==> src/rtl/hit_event_resolver_pkg.sv <==
// Shared types and default constants for the hit/event resolution path.
// Imported by the top and the per-source capture latch.
package hit_event_resolver_pkg;

   typedef enum logic [1:0] {
      PLAY      = 2'd0,
      INVULN    = 2'd1,
      GAME_OVER = 2'd2
   } hit_state_t;

   localparam int unsigned DEF_START_LIVES   = 3;
   localparam int unsigned DEF_LIVES_W       = 3;
   localparam int unsigned DEF_SCORE_W       = 14;
   localparam int unsigned DEF_ALIEN_POINTS  = 10;
   localparam int unsigned DEF_INVULN_FRAMES = 60;
   localparam int unsigned DEF_ID_W          = 6;

   // Invulnerability counter width; never below 3 so bit 2 exists for the blink output.
   function automatic int unsigned inv_cnt_width(input int unsigned frames);
      int unsigned w;
      w = $clog2(frames + 1);
      return (w < 3) ? 3 : w;
   endfunction

endpackage

==> src/rtl/hit_event_resolver_frame_event_latch.sv <==
// Pulse-to-pending capture for one hit source. Keeps the first pulse of a frame; on the
// frame boundary the pending flag is consumed and any coinciding pulse re-arms it.
module hit_event_resolver_frame_event_latch
   import hit_event_resolver_pkg::*;
#(
   parameter int unsigned ID_W = DEF_ID_W
) (
   input  logic            clk,
   input  logic            resetN,
   input  logic            sof,
   input  logic            clr,
   input  logic            pulse,
   input  logic [ID_W-1:0] id,
   output logic            pend,
   output logic [ID_W-1:0] pend_id
);

   logic            pend_q, pend_d;
   logic [ID_W-1:0] id_q, id_d;

   always_comb begin
      pend_d = pend_q;
      id_d   = id_q;
      if (clr) begin
         pend_d = 1'b0;
         id_d   = '0;
      end else if (sof) begin
         pend_d = pulse;
         if (pulse) begin
            id_d = id;
         end
      end else if (pulse && !pend_q) begin
         pend_d = 1'b1;
         id_d   = id;
      end
   end

   always_ff @(posedge clk) begin
      if (!resetN) begin
         pend_q <= 1'b0;
         id_q   <= '0;
      end else begin
         pend_q <= pend_d;
         id_q   <= id_d;
      end
   end

   assign pend    = pend_q;
   assign pend_id = id_q;

endmodule

==> src/rtl/hit_event_resolver.sv <==
// Applies captured hit events at each frame boundary: lives, saturating score,
// invulnerability window, game-over/restart and alien kill notification.
module hit_event_resolver
   import hit_event_resolver_pkg::*;
#(
   parameter int unsigned START_LIVES   = DEF_START_LIVES,
   parameter int unsigned LIVES_W       = DEF_LIVES_W,
   parameter int unsigned SCORE_W       = DEF_SCORE_W,
   parameter int unsigned ALIEN_POINTS  = DEF_ALIEN_POINTS,
   parameter int unsigned INVULN_FRAMES = DEF_INVULN_FRAMES,
   parameter int unsigned ID_W          = DEF_ID_W
) (
   input  logic               clk,
   input  logic               resetN,
   input  logic               startOfFrame,
   input  logic               hit_player,
   input  logic               hit_alien,
   input  logic [ID_W-1:0]    hit_alien_id,
   input  logic               restart,
   output logic [LIVES_W-1:0] lives,
   output logic [SCORE_W-1:0] score,
   output logic               invincible,
   output logic               player_blink,
   output logic               game_over,
   output logic               kill_valid,
   output logic [ID_W-1:0]    kill_id
);

   localparam int unsigned INV_W = inv_cnt_width(INVULN_FRAMES);

   localparam logic [LIVES_W-1:0] LIVES_INIT = LIVES_W'(START_LIVES);
   localparam logic [LIVES_W-1:0] LIVES_ONE  = LIVES_W'(1);
   localparam logic [INV_W-1:0]   INV_INIT   = INV_W'(INVULN_FRAMES);
   localparam logic [INV_W-1:0]   INV_ONE    = INV_W'(1);
   localparam logic [SCORE_W-1:0] SCORE_MAX  = '1;
   localparam logic [SCORE_W:0]   POINTS_EXT = (SCORE_W + 1)'(ALIEN_POINTS);

   hit_state_t         state_q, state_d;
   logic [LIVES_W-1:0] lives_q, lives_d;
   logic [SCORE_W-1:0] score_q, score_d;
   logic [INV_W-1:0]   inv_q, inv_d;
   logic               kill_valid_q, kill_valid_d;
   logic [ID_W-1:0]    kill_id_q, kill_id_d;

   logic               pend_p, pend_a;
   logic [ID_W-1:0]    pend_a_id;
   logic               p_id_unused;
   logic               clr_pend;
   logic [SCORE_W:0]   score_sum;
   logic [SCORE_W-1:0] score_add;

   assign clr_pend = restart && (state_q == GAME_OVER);

   hit_event_resolver_frame_event_latch #(
      .ID_W (1)
   ) u_player_latch (
      .clk     (clk),
      .resetN  (resetN),
      .sof     (startOfFrame),
      .clr     (clr_pend),
      .pulse   (hit_player),
      .id      (1'b0),
      .pend    (pend_p),
      .pend_id (p_id_unused)
   );

   hit_event_resolver_frame_event_latch #(
      .ID_W (ID_W)
   ) u_alien_latch (
      .clk     (clk),
      .resetN  (resetN),
      .sof     (startOfFrame),
      .clr     (clr_pend),
      .pulse   (hit_alien),
      .id      (hit_alien_id),
      .pend    (pend_a),
      .pend_id (pend_a_id)
   );

   // One extra bit catches the carry so the score clamps instead of wrapping.
   assign score_sum = {1'b0, score_q} + POINTS_EXT;
   assign score_add = score_sum[SCORE_W] ? SCORE_MAX : score_sum[SCORE_W-1:0];

   always_comb begin
      state_d      = state_q;
      lives_d      = lives_q;
      score_d      = score_q;
      inv_d        = inv_q;
      kill_valid_d = 1'b0;
      kill_id_d    = kill_id_q;

      unique case (state_q)
         PLAY: begin
            if (startOfFrame) begin
               if (pend_a) begin
                  score_d      = score_add;
                  kill_valid_d = 1'b1;
                  kill_id_d    = pend_a_id;
               end
               if (pend_p) begin
                  if (lives_q > LIVES_ONE) begin
                     lives_d = lives_q - LIVES_ONE;
                     inv_d   = INV_INIT;
                     state_d = INVULN;
                  end else begin
                     lives_d = '0;
                     state_d = GAME_OVER;
                  end
               end
            end
         end
         INVULN: begin
            if (startOfFrame) begin
               if (pend_a) begin
                  score_d      = score_add;
                  kill_valid_d = 1'b1;
                  kill_id_d    = pend_a_id;
               end
               inv_d = inv_q - INV_ONE;
               if (inv_q == INV_ONE) begin
                  state_d = PLAY;
               end
            end
         end
         GAME_OVER: begin
            if (restart) begin
               lives_d = LIVES_INIT;
               score_d = '0;
               state_d = PLAY;
            end
         end
         default: begin
            state_d = PLAY;
         end
      endcase
   end

   always_ff @(posedge clk) begin
      if (!resetN) begin
         state_q      <= PLAY;
         lives_q      <= LIVES_INIT;
         score_q      <= '0;
         inv_q        <= '0;
         kill_valid_q <= 1'b0;
         kill_id_q    <= '0;
      end else begin
         state_q      <= state_d;
         lives_q      <= lives_d;
         score_q      <= score_d;
         inv_q        <= inv_d;
         kill_valid_q <= kill_valid_d;
         kill_id_q    <= kill_id_d;
      end
   end

   assign lives        = lives_q;
   assign score        = score_q;
   assign invincible   = (state_q == INVULN);
   assign player_blink = (state_q == INVULN) ? inv_q[2] : 1'b1;
   assign game_over    = (state_q == GAME_OVER);
   assign kill_valid   = kill_valid_q;
   assign kill_id      = kill_id_q;

endmodule

==> config.mk <==
export PLATFORM = sky130hd
export DESIGN_NAME = hit_event_resolver
export DESIGN_NICKNAME = d
export VERILOG_FILES = /design/src/rtl/hit_event_resolver_pkg.sv /design/src/rtl/hit_event_resolver_frame_event_latch.sv /design/src/rtl/hit_event_resolver.sv
export SDC_FILE = /design/constraint.sdc
export NUM_CORES = 1
export LEC_CHECK = 0
export CAP_MARGIN = 25
export CORE_MARGIN = 5
export CORE_UTILIZATION = 51
export DETAILED_ROUTE_END_ITERATION = 16
export DONT_BUFFER_PORTS = 1
export GPL_ROUTABILITY_DRIVEN = 1
export PLACE_DENSITY = 0.65
export SLEW_MARGIN = 20
export SYNTH_ARGS = -nofsm -noshare
export SYNTH_HDL_FRONTEND = slang
export SYNTH_SLANG_ARGS = --single-unit
==> constraint.sdc <==
create_clock -name clk -period 2.33 [get_ports clk]
set_clock_uncertainty 0.2 [all_clocks]
set_input_delay 0.3495 -clock clk [delete_from_list [all_inputs] [get_ports clk]]
set_output_delay 0.3495 -clock clk [all_outputs]
set_load 0.05 [all_outputs]
==> reports/qor.csv <==
stage,metric,value,unit
timing,TNS Setup,0,ns
final_layout,Area Overhead vs Synth,14.4,%
synth,Avg Synthesized Cell Area,9.04,um2
clock_tree,total CTS buffers,5,
synth,Post-synth ARST share,0,%
synth,post-synth top area cell,dfxtp_1,
floorplan,die area,5230,um2
synth,Ys Warns,0,
synth,largest family of logic cells by synthesized area,simple AND/OR/NAND/NOR gates,
final_layout,number of diodes,0,
critical_path,crit-path max FO,12,
critical_path,Setup CP Type,register to register,
clock_tree,clk_lat worst skew,0.29,ns
placement,PortBufs,0,
power_and_ir_drop,clock share of power,38.8,%
synth,Commonest cells post-synth,"dfxtp_1, a21oi_1, nand2_1, nor2_1, inv_1",
power_and_ir_drop,leak pwr,1.00,nW
final_layout,final net count,256,
floorplan,# rows,22,
grt,initial antenna violation count,0,
final_layout,post-route cell area,2260,um2
final_layout,Multi-input gate area,1050,um2
synth,Post-Synth Adder-Cell Area,2.53,%
routing,via count,1663,
job,MaxCap Viol Count,0,
synth,Synth Area in Simple Gates,22.6,%
critical_path,CP required,2.29,ns
timing,Slew headroom,60.2,%
routing,DRT iter0 DRCs,154,
synth,syn_nets,235,
floorplan,core area,3720,um2
final_layout,fillers,331,
synth,Post-synth EDFFs,0,
timing,final period utilization,88.1,%
synth,mapped cell area,1980,um2
routing,DR vias/cell,5.75,
clock_tree,CTS root buf,clkbuf_8,
grt,vias in the first global route,1657,
clock_tree,CTS tree,built,
placement,Placed Area,2100,um2
synth,"Seq/Total Area, Yosys",40.5,%
synth,mux contribution to synthesized area,4.30,%
timing,f_max,487,MHz
synth,Synth cell types,49,
placement,DP HPWL,3260,um
power_and_ir_drop,P_int,0.00110,W
final_layout,Sequential cell area,801,um2
power_and_ir_drop,P_sw,0.000379,W
grt,first-pass GRT wire length,7510,um
timing,Final Max Tran Viols,0,
critical_path,Worst path slowest cell,dfxtp_1,
min_path,Min-Delay Path Class,input port to register,
grt,Overall Global Routing Usage,17.8,%
power_and_ir_drop,Gate power share,10.7,%
timing,Finish-stage setup viols,0,
critical_path,Worst Setup SP,state_q[1]$_SDFFE_PN0P_,
critical_path,Critical Path Sink Type,register,
timing,post-layout minimum cycle time,2.05,ns
grt,total grt overflow,0,
clock_tree,Post CTS Setup Buffer Count,0,
clock_tree,"Reg clk slew, reported paths",0.08,ns
critical_path,crit-path cells,or2b_1 > clkinv_2 > a21oi_4 > a2111oi_1 > a311oi_1,
power_and_ir_drop,Switching Share,25.7,%
synth,"top cells by area, synth","dfxtp_1, a21oi_1, nand2_1",
power_and_ir_drop,pwr/cell area,651,nW/um2
status,status,completed,
routing,Routed Antenna Nets,0,
critical_path,critical path arrival,2.01,ns
timing,"Hold Vio Cnt, Final",0,
final_layout,layout cells sized above 1,17.0,%
synth,compound-gate portion of the synthesized area,20.5,%
routing,post-route DRC violation count,0,
critical_path,Max stage delay on crit path,0.52,ns
synth,Synth Area in XOR/XNOR,3.10,%
critical_path,worst r2r src,state_q[1]$_SDFFE_PN0P_,
power_and_ir_drop,Sequential Power Share,50.6,%
clock_tree,CTS H-tree depth,2,
final_layout,Layout Utilization,60.9,%
floorplan,Die W,72.3,um
synth,most common cell in the netlist,dfxtp_1,
floorplan,io pins,39,
routing,final WL,4470,um
synth,Yosys reg bits,40,
timing,RSZ-0062 raised after global routing,false,
timing,Worst-Margin Slew,0.597,ns
synth,Synth top area share,40.5,%
grt,largest net degree at the start of global routing,16,
placement,placed insts,276,
power_and_ir_drop,worst vdd ir,0.386,mV
synth,Mapped Cells,219,
floorplan,Die Height,72.3,um
critical_path,crit start category,register,
final_layout,post-route insts no fill,289,
clock_tree,clock sink total,40,
synth,Most used DFF post-synth,dfxtp_1,
min_path,Worst Hold Launch,hit_alien_id[4],
routing,DR WL/cell,15.5,um
placement,Final GP Congestion,0.873,
clock_tree,Max Root-Sink Buffers,2,
floorplan,Initial Util,53.3,%
routing,DR pass1 iterations,4,
-- registers in the layout (all words and copies together) (netlist names) --
signal / flops
score: 14
state_q: 2
u_player_latch.pend: 1
lives: 3
inv_q: 6
kill_id: 6
kill_valid: 1
u_alien_latch.pend: 1
u_alien_latch.pend_id: 6
-- final cells by class --
| class | instances | share of cell area [%] |
|---|---|---|
| Multi-Input combinational cell | 158 | 46.3 |
| Sequential cell | 40 | 35.4 |
| Timing Repair Buffer | 25 | 8.84 |
| Clock buffer | 5 | 3.04 |
| Tap cell | 48 | 2.65 |
| Clock inverter | 3 | 2.10 |
| Inverter | 10 | 1.71 |
-- worst paths after layout --
| path | to | slack (ns) | cells past startpoint |
|---|---|---|---|
| max | score[8]$_SDFFE_PN0P_ | 0.28 | 5 |
| max reg2reg | score[8]$_SDFFE_PN0P_ | 0.28 | 5 |
| min | u_alien_latch.pend_id[4]$_SDFFE_PP0P_ | 0.01 | 2 |
| min reg2reg | kill_id[3]$_SDFFE_PN0P_ | 0.27 | 2 |
-- worst max-delay path, delay by kind of cell (launching register included) --
family / cells / cell delay [ns]
AND/OR/NAND/NOR: 1 / 0.33
buffers and inverters: 1 / 0.22
AO/OA/AOI/OAI: 3 / 0.66
flip-flops: 1 / 0.52
-- metal layers --
| metal | part of all wire, % | GRT usage (%) | vias up |
|---|---|---|---|
| met1 | 42 | 20.9 | 791 |
| met4 | 0.81 | 6.89 | 0 |
| met5 | 0 | 0 | - |
| met2 | 49 | 30.1 | 49 |
| li1 | - | - | 819 |
| met3 | 7.3 | 5.68 | 4 |
-- logic make-up after synthesis --
logic type | after synthesis
buffers and inverters | 21
XOR/XNOR | 7
AO/OA/AOI/OAI | 59
adder cells (fa/ha/maj) | 4
AND/OR/NAND/NOR | 80
flip-flops | 40
multiplexers | 8
-- power groups by stage --
| stage | sequential, W | clock (W) | combinational (W) |
|---|---|---|---|
| after global routing | 0.000749 | 0.000619 | 0.000175 |
| after global placement | 0.000759 | 0 | 0.000147 |
| final | 0.000746 | 0.000572 | 0.000157 |
| after CTS | 0.000745 | 0.000588 | 0.000158 |
| after detailed placement | 0.000761 | 0 | 0.000150 |
| after floorplan | 0.000769 | 0 | 0.000117 |
-- placed cells by master, fill, tap and decap left out, types with 6 or more instances in the layout --
| cell type | instances |
|---|---|
| xor2_1 | 6 |
| a21oi_1 | 21 |
| inv_1 | 9 |
| nor2_1 | 19 |
| dfxtp_1 | 40 |
| nor3_1 | 6 |
| mux2i_1 | 7 |
| o21ai_0 | 7 |
| buf_4 | 20 |
| nand2_1 | 21 |
| and3_1 | 6 |
-- per-stage QoR --
stage                     hold WS, ns  power [W]  worst slack [ns]
final                          0.0121    0.00147             0.278
after floorplan                 0.232   0.000886             0.390
after CTS                     0.00182    0.00149             0.309
after detailed placement        0.249   0.000911             0.326
after global placement          0.242   0.000906             0.438
after global routing           0.0266    0.00154             0.126
-- what timing repair did --
item / CTS / global route
hold endpoints to repair: 7 / 0
gates resized for setup: 0 / 0
hold buffers: 5 / 0
(Power assumes the default switching activity.)
